## config.mk

```make
export PLATFORM = sky130hd
export DESIGN_NAME = host_ahb_slave_tx
export DESIGN_NICKNAME = d
export VERILOG_FILES = /design/src/rtl/host_ahb_slave_tx.sv
export SDC_FILE = /design/constraint.sdc
export NUM_CORES = 1
export LEC_CHECK = 0
export CAP_MARGIN = 30
export CORE_MARGIN = 2
export CORE_UTILIZATION = 30
export DETAILED_ROUTE_END_ITERATION = 16
export HOLD_SLACK_MARGIN = 0.03
export SYNTH_ARGS = -nofsm -noshare
export SYNTH_HDL_FRONTEND = slang
export SYNTH_SLANG_ARGS = --single-unit
```

## constraint.sdc

```tcl
create_clock -name clk -period 5.2 [get_ports clk]
set_input_delay 1.3 -clock clk [delete_from_list [all_inputs] [get_ports clk]]
set_output_delay 1.3 -clock clk [all_outputs]
set_load 0.05 [all_outputs]
```

## src/rtl/host_ahb_slave_tx.sv

```systemverilog
// AHB-Lite slave that frames SoC-supplied length and data words into the host byte stream
// (SOF1, SOF2, LEN lo, LEN hi, payload) and pushes them one byte per clock into the tx FIFO.
module host_ahb_slave_tx #(
  parameter logic [7:0] SOF1_BYTE = 8'h55,
  parameter logic [7:0] SOF2_BYTE = 8'hAA
) (
  input  logic        clk,
  input  logic        reset,
  input  logic        s_ahb_hsel,
  input  logic [1:0]  s_ahb_htrans,
  input  logic        s_ahb_hwrite,
  input  logic [2:0]  s_ahb_hsize,
  input  logic [31:0] s_ahb_haddr,
  input  logic [31:0] s_ahb_hwdata,
  input  logic        s_ahb_hready,
  output logic [31:0] s_ahb_hrdata,
  output logic        s_ahb_hreadyout,
  output logic        s_ahb_hresp,
  output logic        tx_fifo_wr_en,
  output logic [7:0]  tx_fifo_dout,
  input  logic        tx_fifo_full,
  output logic        tx_done
);

  typedef enum logic [2:0] {
    ST_IDLE, ST_SOF1, ST_SOF2, ST_LEN1, ST_LEN2, ST_DATA
  } state_t;

  localparam logic [1:0] OFF_LEN    = 2'd0;
  localparam logic [1:0] OFF_DATA   = 2'd1;
  localparam logic [1:0] OFF_STATUS = 2'd2;

  state_t      state, state_next;
  logic [15:0] len;
  logic [16:0] acc_bytes;
  logic [16:0] sent_bytes;
  logic [31:0] hold;
  logic        hold_valid;
  logic        err;

  logic        dp_valid;
  logic        dp_write;
  logic [1:0]  dp_off;

  logic        data_push;
  logic        last_byte;
  logic        hold_free;
  logic        dp_end;
  logic        len_wr;
  logic        data_wr;
  logic        status_rd;
  logic        busy;
  logic [31:0] status_word;
  logic        unused_bits;

  assign unused_bits = ^{s_ahb_hsize, s_ahb_haddr[31:4], s_ahb_haddr[1:0], s_ahb_htrans[0]};

  // NOTE: the push strobe is combinational so a full flag raised this cycle blocks this cycle's byte;
  // it is also held off while reset is asserted so an aborted frame emits nothing more.
  assign tx_fifo_wr_en = ~reset & (state != ST_IDLE) & ~tx_fifo_full
                       & ((state != ST_DATA) | hold_valid);
  assign data_push     = tx_fifo_wr_en & (state == ST_DATA);
  assign last_byte     = (sent_bytes + 17'd1) == {1'b0, len};
  assign hold_free     = data_push & ((sent_bytes[1:0] == 2'd3) | last_byte);
  assign tx_done       = tx_fifo_wr_en & (((state == ST_LEN2) & (len == 16'd0))
                                        | ((state == ST_DATA) & last_byte));

  // A DATA write waits only while the hold word is still occupied after this cycle.
  assign s_ahb_hreadyout = ~(dp_valid & dp_write & (dp_off == OFF_DATA) & hold_valid & ~hold_free);
  assign s_ahb_hresp     = 1'b0;

  assign dp_end    = dp_valid & s_ahb_hreadyout;
  assign len_wr    = dp_end & dp_write & (dp_off == OFF_LEN);
  assign data_wr   = dp_end & dp_write & (dp_off == OFF_DATA);
  assign status_rd = dp_end & ~dp_write & (dp_off == OFF_STATUS);

  assign busy         = (state != ST_IDLE);
  assign status_word  = {len - sent_bytes[15:0], 13'd0, err, hold_valid, busy};
  assign s_ahb_hrdata = (dp_valid & ~dp_write & (dp_off == OFF_STATUS)) ? status_word : 32'd0;

  always_comb begin
    tx_fifo_dout = 8'd0;
    unique case (state)
      ST_SOF1: tx_fifo_dout = SOF1_BYTE;
      ST_SOF2: tx_fifo_dout = SOF2_BYTE;
      ST_LEN1: tx_fifo_dout = len[7:0];
      ST_LEN2: tx_fifo_dout = len[15:8];
      ST_DATA: tx_fifo_dout = hold[{sent_bytes[1:0], 3'b000} +: 8];
      default: tx_fifo_dout = 8'd0;
    endcase
  end

  // NOTE: every always_comb output gets a default before the case so no latch is inferred.
  always_comb begin
    state_next = state;
    unique case (state)
      ST_IDLE: if (len_wr)        state_next = ST_SOF1;
      ST_SOF1: if (tx_fifo_wr_en) state_next = ST_SOF2;
      ST_SOF2: if (tx_fifo_wr_en) state_next = ST_LEN1;
      ST_LEN1: if (tx_fifo_wr_en) state_next = ST_LEN2;
      ST_LEN2: if (tx_fifo_wr_en) state_next = (len == 16'd0) ? ST_IDLE : ST_DATA;
      ST_DATA: if (tx_fifo_wr_en && last_byte) state_next = ST_IDLE;
      default: state_next = ST_IDLE;
    endcase
  end

  // NOTE: sequential state uses non-blocking assignments only; reset is synchronous.
  always_ff @(posedge clk) begin
    if (reset) state <= ST_IDLE;
    else       state <= state_next;
  end

  always_ff @(posedge clk) begin
    if (reset) begin
      len        <= '0;
      acc_bytes  <= '0;
      sent_bytes <= '0;
      hold       <= '0;
      hold_valid <= 1'b0;
      err        <= 1'b0;
      dp_valid   <= 1'b0;
      dp_write   <= 1'b0;
      dp_off     <= '0;
    end else begin
      if (s_ahb_hready) begin
        dp_valid <= s_ahb_hsel & s_ahb_htrans[1];
        dp_write <= s_ahb_hwrite;
        dp_off   <= s_ahb_haddr[3:2];
      end

      if (data_push) begin
        sent_bytes <= sent_bytes + 17'd1;
        if (hold_free) hold_valid <= 1'b0;
      end

      if (len_wr) begin
        if (state == ST_IDLE) begin
          len        <= s_ahb_hwdata[15:0];
          acc_bytes  <= '0;
          sent_bytes <= '0;
        end else begin
          err <= 1'b1;
        end
      end

      // A write landing as the hold word frees must win over the clear above.
      if (data_wr) begin
        if ((state == ST_IDLE) || (acc_bytes >= {1'b0, len})) begin
          err <= 1'b1;
        end else begin
          hold       <= s_ahb_hwdata;
          hold_valid <= 1'b1;
          acc_bytes  <= acc_bytes + 17'd4;
        end
      end

      if (status_rd) err <= 1'b0;
    end
  end

endmodule

```

==> metrics.yaml <==
status:
  status: "finished, final reports clean"
timing:
  relSlewSlack_pct: 39.6
  fin_tns_setup_ns: 0
  final_max_slew_viol_count: 0
  hold_slack_ns: 0.449
  finalHoldViolations: 0
  max_freq_ghz: 0.212
  fin_skew_ns: 0.00893
  worstMarginPinSlew_ns: 0.907
  setup_viol: 0
  rsz0062_at_grt: "false"
  worst_slack_ns: 0.490
  min_period_ns: 4.71
  post-route-period-util_pct: 90.6
final_layout:
  stdcell_area_um2: 7360
  final-seq-area_um2: 1820
  nets: 914
  fill_cells: 2148
  drive_above_1_share_pct: 7.28
  synthToLayoutAreaGrowth_pct: 18.0
  multi_input_area_um2: 3940
  antenna_cells: 0
power_and_ir_drop:
  internal_power_mw: 1.26
  clkPwrFrac_pct: 41.3
  pwr-share-seq_pct: 40.2
  p_sw_mw: 0.556
  peakVddDrop_mv: 0.155
  p_leak_nw: 2.53
  power_mw: 1.82
  p_comb_share_pct: 18.5
  p_sw_share_pct: 30.6
  cellPowerDensity_nw_per_um2: 247
global_route:
  grt_max_degree: 70
  antenna_found_initial: 0
  grt_pass1_wl_um: 29600
  grt_pass1_vias: 5462
  grt.overflow.total: 0
  grt_usage_pct: 17.0
yosys:
  syn_inst: 772
  ys_seq_elements: 91
  synth_area_um2: 6230
  async_flop_share_pct: 0
  seq_area_frac_synth_pct: 29.2
  synth_edf_count: 0
  yosysWarnings: 0
  synth_ff_type: "dfxtp_1"
  syn_area_per_cell_um2: 8.08
  synth_cell_types: 61
detailed_routing:
  drc: 0
  num_vias: 5752
  drtAntennaViolNets: 0
  dr.pass1.iters: 5
  wl_per_cell_um: 17.0
  routed_via_density: 5.33
  drt_iter0_drc: 446
  routed_wl_um: 18400
worst_setup_path:
  criticalPathCategory: "reg -> out"
  crit_fanout: 7
  worst-endpoint-required_ns: 3.90
  crit_arrival_ns: 3.41
  r2r_slack_ns: 1.58
  end_kind: "primary output"
  start_kind: "register"
clock_network:
  cts_tree: "yes"
  cts_post_setup_buffers_inserted: 0
  clock_tree.buffer_depth: 2
  cts_hold_buffers: 0
  cts.sinks: 91
  cts.clk_slew.worst_paths_ns: 0.07
  clk_latency_ns: 0.36
  cts_root_buf: "clkbuf_16"
  cts_max_level: 3
  cts.repair.resized: 0
  cts_buffers: 9
placed_design:
  dp_hpwl_um: 13000
  dpl_worst_slack_ns: 0.601
  io_buffers: 70
  place.gp.congestion: 0.855
  dpl_cell_area_um2: 7030
floorplan:
  die_w_um: 148
  die_area_um2: 22000
  ios: 119
  coreArea_um2: 20300
  rows: 52
  initial_utilization_pct: 30.7
  die_h_um: 148
min_path:
  hold_class: "reg -> reg"
flow_run:
  drv_cap: 0
[final cells by class]
class,instances,area share (%)
Inverter,44,2.24
Tap cell,270,4.59
Clock buffer,10,3.25
Sequential cell,91,24.8
Clock inverter,6,1.24
Multi-Input combinational cell,578,53.5
Timing Repair Buffer,81,10.4
[power by group through the flow]
stage	Combinational (mW)	Sequential, mW	Clock [mW]
2_1_floorplan	0.242	0.726	0
3_3_place_gp	0.335	0.746	0
3_5_place_dp	0.335	0.747	0
4_1_cts	0.337	0.731	0.765
5_1_grt	0.356	0.733	0.791
6_report	0.337	0.731	0.750
[flip-flops by register name, summed over array words and instances, names as in the netlist]
register	count
acc_bytes	17
dp_off	2
dp_valid	1
dp_write	1
err	1
hold	32
hold_valid	1
len	16
sent_bytes	17
state	3
[worst paths after layout]
path / start / to / cells after the start
max: len[1]$_SDFFE_PP0P_ / s_ahb_hrdata[27] / 10
min reg2reg: acc_bytes[0]$_SDFFE_PP0N_ / acc_bytes[0]$_SDFFE_PP0N_ / 2
min: acc_bytes[0]$_SDFFE_PP0N_ / acc_bytes[0]$_SDFFE_PP0N_ / 2
max reg2reg: sent_bytes[1]$_SDFF_PP0_ / acc_bytes[2]$_SDFF_PP0_ / 10
[critical path: stages, from the launching register on]
cell	delay [ns]
dfxtp_1	0.55
ha_1	0.29
nor2b_1	0.13
o21a_1	0.17
o21ai_0	0.14
buf_4	0.15
a211oi_1	0.11
o31ai_1	0.48
xor2_1	0.12
nor2_1	0.11
clkdlybuf4s50_1	0.80
[synthesized netlist by cell type, types with 16 or more instances]
library cell,instances,area (um2)
dfxtp_1,91,1820
nand3_1,17,85.1
inv_1,42,158
clkbuf_1,38,143
xnor2_1,41,359
and3_1,17,106
a21oi_1,76,380
nand2_1,57,214
ha_1,33,413
xor2_1,19,166
nor2_1,56,210
buf_4,18,135
o31ai_1,48,360
nand4_1,43,269
nor3_1,16,80.1
[placed cells by master, fill, tap and decap left out, types with 33 or more instances in the layout]
cell type	instances
a21oi_1	75
inv_1	42
dfxtp_1	91
xnor2_1	41
nor2_1	56
o31ai_1	48
clkdlybuf4s50_1	62
ha_1	33
nand2_1	57
nand4_1	43
[logic make-up (layout without fill, tap and decap cells)]
group                      count (synthesis)  count (layout)  synth area share [%]
buffers and inverters                    116             141                  8.53
adders and majority gates                 34              34                  6.94
other                                      1              14                0.0601
DFF                                       91              91                  29.2
and+or+nand+nor                          251             251                  20.7
xor gates and xnor gates                  60              60                  8.43
muxes                                     22              22                  5.18
AOI/OAI and AO/OA                        197             197                  20.9
[stage by stage]
stage               cells  util (%)
finish               1080      36.2
global route         1080      36.2
CTS                  1080      36.2
detailed placement   1064      34.6
global placement     1063      34.5
floorplan             785         -
[routing by layer]
metal	part of all wire, %	global-route usage [%]	wire (um)	vias up
met5	0	0	0	-
met4	1.4	4.00	253	0
met3	6.9	3.71	1270	13
met2	44	26.4	8110	189
met1	48	24.1	8740	2708
li1	-	-	-	2842
(Power assumes the default switching activity.)
==> RTL change: new RTL, config.mk and constraints unchanged <==
Re-encode `state_t` (6 states) as one-hot, 6 bits wide.
--- a/src/rtl/host_ahb_slave_tx.sv
+++ b/src/rtl/host_ahb_slave_tx.sv
@@ -24,4 +24,4 @@
 
-  typedef enum logic [2:0] {
-    ST_IDLE, ST_SOF1, ST_SOF2, ST_LEN1, ST_LEN2, ST_DATA
+  typedef enum logic [5:0] {
+    ST_IDLE = 6'b000001, ST_SOF1 = 6'b000010, ST_SOF2 = 6'b000100, ST_LEN1 = 6'b001000, ST_LEN2 = 6'b010000, ST_DATA = 6'b100000
   } state_t;
Function: no difference found for any inputs over 4 cycles, from zero or initial values and one cycle with reset high; so few cycles prove little.
==> RTL change against the original RTL <==
- clock skew down 0.0017 ns
- sequential cell count rose by 3
- design area grew 2.4%
- total power shrank 10%
- worst setup slack worse by 0.039 ns
- die area increased by 2.4%
- area after synthesis increased by 2.4%
- count of clock-buffer cells in the layout shrank 1
- routed wire length is 2.5% higher
- hold slack better by 0.016 ns
- critical path type unchanged
- highest routed layer unchanged
==> RTL change: results <==
export IMPL_relSlewSlack_pct=41.8
export IMPL_via_per_inst=5.26
export IMPL_synthXorXnorAreaFrac_pct=6.17
export IMPL_first_pass_iters=7
export IMPL_fin_skew_ns=0.00718
export IMPL_finalNetCount=972
export IMPL_synthMuxAreaShare_pct=3.45
export IMPL_drt_met1_wl_um=8830
export IMPL_setup_worst_path_start="sent_bytes[2]"
export IMPL_grt_pass1_wl_um=30000
export IMPL_use_met3_pct=3.51
export IMPL_wl_per_cell_um=16.5
export IMPL_synth_compound_area_share_pct=20.3
export IMPL_grt_max_degree=80
export IMPL_synth_top_cells_by_count="dfxtp_1 (94), a21oi_1 (83), nand2_1 (73)"
export IMPL_globalplace_congestion=0.844
export IMPL_status="completed"
export IMPL_drtIter0Drc=370
export IMPL_regToRegSetupSlack_ns=1.71
export IMPL_first_global_vias=5591
export IMPL_dp_hpwl_um=13600
export IMPL_synth_fa_ha_area_share_pct=6.78
export IMPL_fillers=2230
export IMPL_arrival_ns=3.45
export IMPL_drive_gt1_share_pct=7.95
export IMPL_wl_met2_um=8680
export IMPL_synthDistinctLibCells=69
export IMPL_gr_usage_all_layers_pct=17.1
export IMPL_ir_drop_v=0.000160
export IMPL_p_leak_nw=2.67
export IMPL_ys_seq_area_share_pct=29.5
export IMPL_rr_endpoint="hold[10]"
RTL change: changes by cell type in the layout (fill, tap and decap cells not counted), moves of 8 or more:
cell      unedited run  this run
xnor2_1             41        26
a22oi_1              1         9
nor3b_1              2        16
o21ai_0             11        65
mux2i_1             12         4
nand3_1             17        69
o211ai_1             2        14
o311ai_0             9         0
a21oi_1             75        83
nand2_1             57        73
o31ai_1             48         3
nand4_1             43        12
RTL change: report_power, final:
part | internal (mW) | leakage (nW) | switching (mW) | total [mW]
Sequential | 0.729 | 0.758 | 0.0135 | 0.742
Combinational | 0.0851 | 1.77 | 0.157 | 0.242
Clock | 0.331 | 0.141 | 0.318 | 0.649
RTL change: per-stage QoR:
stage	hold slack (ns)	utilization, %	setup WS, ns	instances	cell area (um2)
floorplan	0.420	-	0.662	831	6440
global placement	0.446	34.5	0.723	1126	7220
detailed placement	0.453	34.6	0.712	1127	7250
CTS	0.463	35.9	0.316	1143	7530
global route	0.487	36.0	0.195	1143	7530
finish	0.465	36.0	0.451	1143	7530
RTL change: worst reg2reg max path: stages (launching register included):
cell and delay (ns):
dfxtp_1 0.33, buf_4 0.22, ha_1 0.44, nand3_4 0.18, nor4_4 0.35, xnor2_1 0.17, a2111oi_4 0.24, nand4_1 0.25
o21ai_4 0.58, buf_4 0.35, nand3_1 0.15, a21oi_1 0.16
RTL change: cells by family after synthesis:
| logic type | after synthesis |
|---|---|
| AOI/OAI and AO/OA | 214 |
| xor gates and xnor gates | 45 |
| adders and majority gates | 34 |
| buffers and inverters | 106 |
| DFF | 94 |
| muxes | 12 |
| other | 1 |
| and+or+nand+nor | 312 |
RTL change: area by class of cell:
type                       instances  area share [%]
tap                              275            4.57
clock buffer                       9            2.99
inverter                          42            2.09
sequential                        94            25.0
clock inverter                     7           0.714
multi-input combinational        631            53.9
timing repair buffer              85            10.8
